===== src/rtl/iterative_divider.sv =====
// RV32M divide/remainder unit: restoring division, one quotient bit per clock.
// Divide-by-zero and signed overflow are resolved at accept and skip the iteration.
module iterative_divider #(
   parameter int XLEN = 32
) (
   input  logic            clk,
   input  logic            reset,
   input  logic            start,
   input  logic [1:0]      funct,
   input  logic [XLEN-1:0] op_a,
   input  logic [XLEN-1:0] op_b,
   input  logic [4:0]      rd_in,
   input  logic            flush,
   output logic            busy,
   output logic            done,
   output logic [XLEN-1:0] result,
   output logic [4:0]      rd_out
);

   localparam logic [1:0] S_IDLE = 2'd0;
   localparam logic [1:0] S_CALC = 2'd1;
   localparam logic [1:0] S_FIX  = 2'd2;
   localparam logic [1:0] S_DONE = 2'd3;
   localparam int CW = $clog2(XLEN);

   logic [1:0]      state;
   logic [XLEN-1:0] rem, dvd, dvs, quo;
   logic [CW-1:0]   cnt;
   logic            neg_q, neg_r, sel_r;
   logic [4:0]      rd_q;

   logic            signed_op, a_neg, b_neg, div_zero, ovf;
   logic [XLEN-1:0] a_abs, b_abs, spec_res, q_fix, r_fix, rem_sub;
   logic [XLEN:0]   shifted;
   logic            ge;

   always_comb begin
      signed_op = ~funct[0];
      a_neg     = signed_op & op_a[XLEN-1];
      b_neg     = signed_op & op_b[XLEN-1];
      a_abs     = a_neg ? -op_a : op_a;
      b_abs     = b_neg ? -op_b : op_b;
      div_zero  = (op_b == '0);
      ovf       = signed_op & (op_a == {1'b1, {(XLEN-1){1'b0}}}) & (op_b == '1);
      // overflow quotient equals the dividend itself (most negative value)
      if (div_zero) spec_res = funct[1] ? op_a : '1;
      else          spec_res = funct[1] ? '0 : op_a;
      // partial remainder needs one extra bit before the trial subtract
      shifted   = {rem, dvd[XLEN-1]};
      ge        = (shifted >= {1'b0, dvs});
      rem_sub   = shifted[XLEN-1:0] - dvs;
      q_fix     = neg_q ? -quo : quo;
      r_fix     = neg_r ? -rem : rem;
   end

   assign busy = (state == S_CALC) || (state == S_FIX);
   assign done = (state == S_DONE) && !flush;

   always_ff @(posedge clk or negedge reset) begin
      if (!reset) begin
         state  <= S_IDLE;
         rem    <= '0;
         dvd    <= '0;
         dvs    <= '0;
         quo    <= '0;
         cnt    <= '0;
         neg_q  <= 1'b0;
         neg_r  <= 1'b0;
         sel_r  <= 1'b0;
         rd_q   <= '0;
         result <= '0;
         rd_out <= '0;
      end else if (flush) begin
         state <= S_IDLE;
      end else begin
         case (state)
            S_IDLE, S_DONE: begin
               if (start) begin
                  rd_q  <= rd_in;
                  sel_r <= funct[1];
                  neg_q <= a_neg ^ b_neg;
                  neg_r <= a_neg;
                  dvd   <= a_abs;
                  dvs   <= b_abs;
                  rem   <= '0;
                  quo   <= '0;
                  cnt   <= CW'(XLEN-1);
                  if (div_zero || ovf) begin
                     result <= spec_res;
                     rd_out <= rd_in;
                     state  <= S_DONE;
                  end else begin
                     state <= S_CALC;
                  end
               end else begin
                  state <= S_IDLE;
               end
            end
            S_CALC: begin
               dvd <= {dvd[XLEN-2:0], 1'b0};
               rem <= ge ? rem_sub : shifted[XLEN-1:0];
               quo <= {quo[XLEN-2:0], ge};
               cnt <= cnt - CW'(1);
               if (cnt == '0) state <= S_FIX;
            end
            S_FIX: begin
               result <= sel_r ? r_fix : q_fix;
               rd_out <= rd_q;
               state  <= S_DONE;
            end
            default: state <= S_IDLE;
         endcase
      end
   end

endmodule


===== config.mk =====
export PLATFORM = sky130hd
export DESIGN_NAME = iterative_divider
export DESIGN_NICKNAME = d
export VERILOG_FILES = /design/src/rtl/iterative_divider.sv
export SDC_FILE = /design/constraint.sdc
export NUM_CORES = 1
export LEC_CHECK = 0
export BUFFER_PORTS_ARGS = -buffer_cell sky130_fd_sc_hd__buf_2
export CAP_MARGIN = 10
export CORE_ASPECT_RATIO = 1.4
export CORE_MARGIN = 4
export CORE_UTILIZATION = 25
export DETAILED_ROUTE_END_ITERATION = 10
export SKIP_CTS_REPAIR_TIMING = 1
export SLEW_MARGIN = 25
export SYNTH_ARGS = -nofsm -noshare
export SYNTH_HDL_FRONTEND = slang
export SYNTH_SLANG_ARGS = --single-unit

===== constraint.sdc =====
create_clock -name clk -period 7.9 [get_ports clk]
set_clock_uncertainty 0.2 [all_clocks]
set_input_delay 0.395 -clock clk [delete_from_list [all_inputs] [get_ports clk]]
set_output_delay 0.395 -clock clk [all_outputs]
set_load 0.005 [all_outputs]

==> metrics.txt <==
highest ir drop seen on vdd ~0.15 mV; CTS Root Cell clkbuf_16; worst-margin pin slew a little under 1 ns; maximum fanout along the worst path 33; gr ovfl total 0; async set-or-reset flop fraction in the synthesized netlist between 90% and 100%; DRC errors left 0; Setup CP Type reg2reg; vias approximately 11000; CTS tree yes; routed len/inst between 15 and 20 um; Post-DP HPWL 27420 um; Clock Sinks 180; Worst-Skew Late Latency approximately 0.44 ns; vias per cell approximately 5.0; Hold Path Class in2reg; height of the die 274.5 um; max_cap viols 0; Worst setup SP type register; top post-synthesis cells by count 272 x nand2_1, 198 x o21ai_0, 180 x dfrtp_1, 98 x a21oi_1, 84 x nor2_1; final setup vio count 0; drt initial violations between 600 and 700; DP Cell Count around 2200; Rel. slew slack roughly a third; pwr/cell area about 280 nW/um2; CTS Buf Count 17; Distinct cells, synth 64; DR WL met2 between 15000 and 20000 um; I/O Buffers between 100 and 150; met1 WL 16730 um; Final Max Tran Viols 0; largest net degree at the start of global routing between 90 and 100; register area share after synthesis between 30% and 40%; Die ar. roughly 54000 um2; Clk pin slew, worst setup/hold paths ~0.07 ns; row cnt slightly below 100; Tot Pwr 4011 uW; antenna violations before repair 1; drt first pass iters 8; top sig layer met4; Yosys top cell by area dfrtp_1; Post-Syn Area 12680 um2; LEAKAGE about 0.0065 uW; Ports 114; Max clock buf depth 2; Sum Neg Setup Slack 0 ns; Setup crit end kind register; share of cells above drive strength 1 about 11%; Layout Nets 1739; fin crit share roughly 51%; RSZ-0062 raised after global routing false; CP arrival 4.11 ns; final wirelength 36460 um; initial core utilization roughly 25%; Post-synth EDFFs 0; Routability Congestion between 0.8 and 0.9; FMAX approximately 0.25 GHz; CORE AREA between 50000 and 60000 um2; Mean Syn Cell Area slightly above 8 um2; Finished Layout Cells around 2300; Syn Inst Count 1563; required time of the critical path 8.00 ns; GRT Util Overall a little over an eighth; Area Growth Syn to Fin 14.28%; Synth Register Bits between 150 and 200; vias in the first global route ~11000; H-tree depth 4; minimum clock period 4.010 ns; WL met3 1992 um; Fin. Hold Viols 0; Detail Route Antenna Nets 0; global-route wire length before repair a little under 60000 um; Post-Syn Nets about 1700; ys flop type dfrtp_1; Die X 198.4 um; most common cell in the netlist nand2_1; status finished, final reports clean; yosys warns 0; most area-consuming cells after synthesis dfrtp_1 36%, nand2_1 8.0%, o21ai_0 7.8%; top-area cell type share of the netlist area between 30% and 40%
==> state kept, by name, indices dropped and copies added, names as in the netlist <==
| name | flops |
|---|---|
| quo | 32 |
| dvs | 32 |
| cnt | 5 |
| sel_r | 1 |
| rem | 32 |
| neg_r | 1 |
| state | 2 |
| dvd | 32 |
| rd_q | 5 |
| neg_q | 1 |
| result | 32 |
| rd_out | 5 |
==> through the flow <==
stage | setup slack (ns) | area, um2 | hold WS (ns) | util (%)
floorplan | 4.532 | 12680 | -0.1006 | -
global placement | 4.001 | 13820 | 0.2540 | 27.57
detailed placement | 3.890 | 13820 | 0.2663 | 27.57
CTS | 3.956 | 14460 | -0.2129 | 28.84
global route | 3.773 | 14490 | 0.003358 | 28.91
finish | 3.890 | 14500 | 0.0002898 | 28.92
==> cell usage in the layout (no fill, tap or decap), types with 18 or more instances in the layout <==
master	Yosys	final
nor2_1	84	84
buf_2	10	112
or3_1	19	19
dfrtp_1	180	180
o41ai_1	18	18
nand2_1	272	272
o21ai_0	198	198
xnor2_1	76	76
nor3_1	18	18
mux2i_1	29	29
a21oi_1	98	98
xor2_1	68	68
ha_1	42	40
nand3_1	50	50
inv_1	60	60
maj3_1	25	25
o31ai_1	27	27
a21o_1	23	23
==> kinds of logic (layout without fill, tap and decap cells) <==
kind of cell | count (synthesis) | in the layout | share of synthesized area (%)
simple gates | 529 | 529 | 19.09
compound gates | 457 | 457 | 21.70
flops | 180 | 180 | 35.51
buf+inv | 150 | 221 | 4.656
xor+xnor | 144 | 144 | 9.944
fa+ha+maj | 68 | 68 | 6.274
mux | 35 | 35 | 2.821
other cells | 0 | 2 | 0
==> critical path, cell delays in order, from the launching register on <==
cell,delay (ns)
dfrtp_1,0.47
ha_1,0.40
a21o_1,0.20
a21oi_1,0.17
nor2_1,0.06
o32a_1,0.34
a31o_2,0.21
a2111oi_0,0.79
nand2_1,0.13
buf_4,0.31
nand2_1,0.38
o221ai_1,0.19
==> report_power, final <==
part	leakage, uW	switching [uW]	internal (uW)
combinational	0.00389	1070	603
sequential	0.00234	200	1200
clock	0.000307	391	545
==> area by class of cell <==
type / instances / area [um2]
antenna: 2 / 5.005
inverter: 60 / 225.2
clock buffer: 19 / 442.9
tap: 643 / 804.5
clock inverter: 13 / 195.2
timing repair buffer: 129 / 699.4
sequential: 180 / 4504
fill: 5409 / 35630
multi-input combinational: 1233 / 7619
==> routing by layer <==
metal  track usage, %  vias to the layer above
li1                 -                     5626
met1            18.22                     5388
met2            21.15                      323
met3            2.053                       47
met4            4.822                        0
met5                0                        -
==> final timing paths <==
kind	cells after the start	slack (ns)	from	end
hold / removal	2	0.0003	rd_in[1]	rd_q[1]
max in group asynchronous	3	5.86	reset	neg_q
hold reg to reg	2	0.28	dvs[16]	dvs[16]
setup reg to reg	11	3.89	rem[17]	rem[26]
min in group asynchronous	2	0.37	reset	rem[6]
setup / recovery	11	3.89	rem[17]	rem[26]
(Power assumes the default switching activity.)
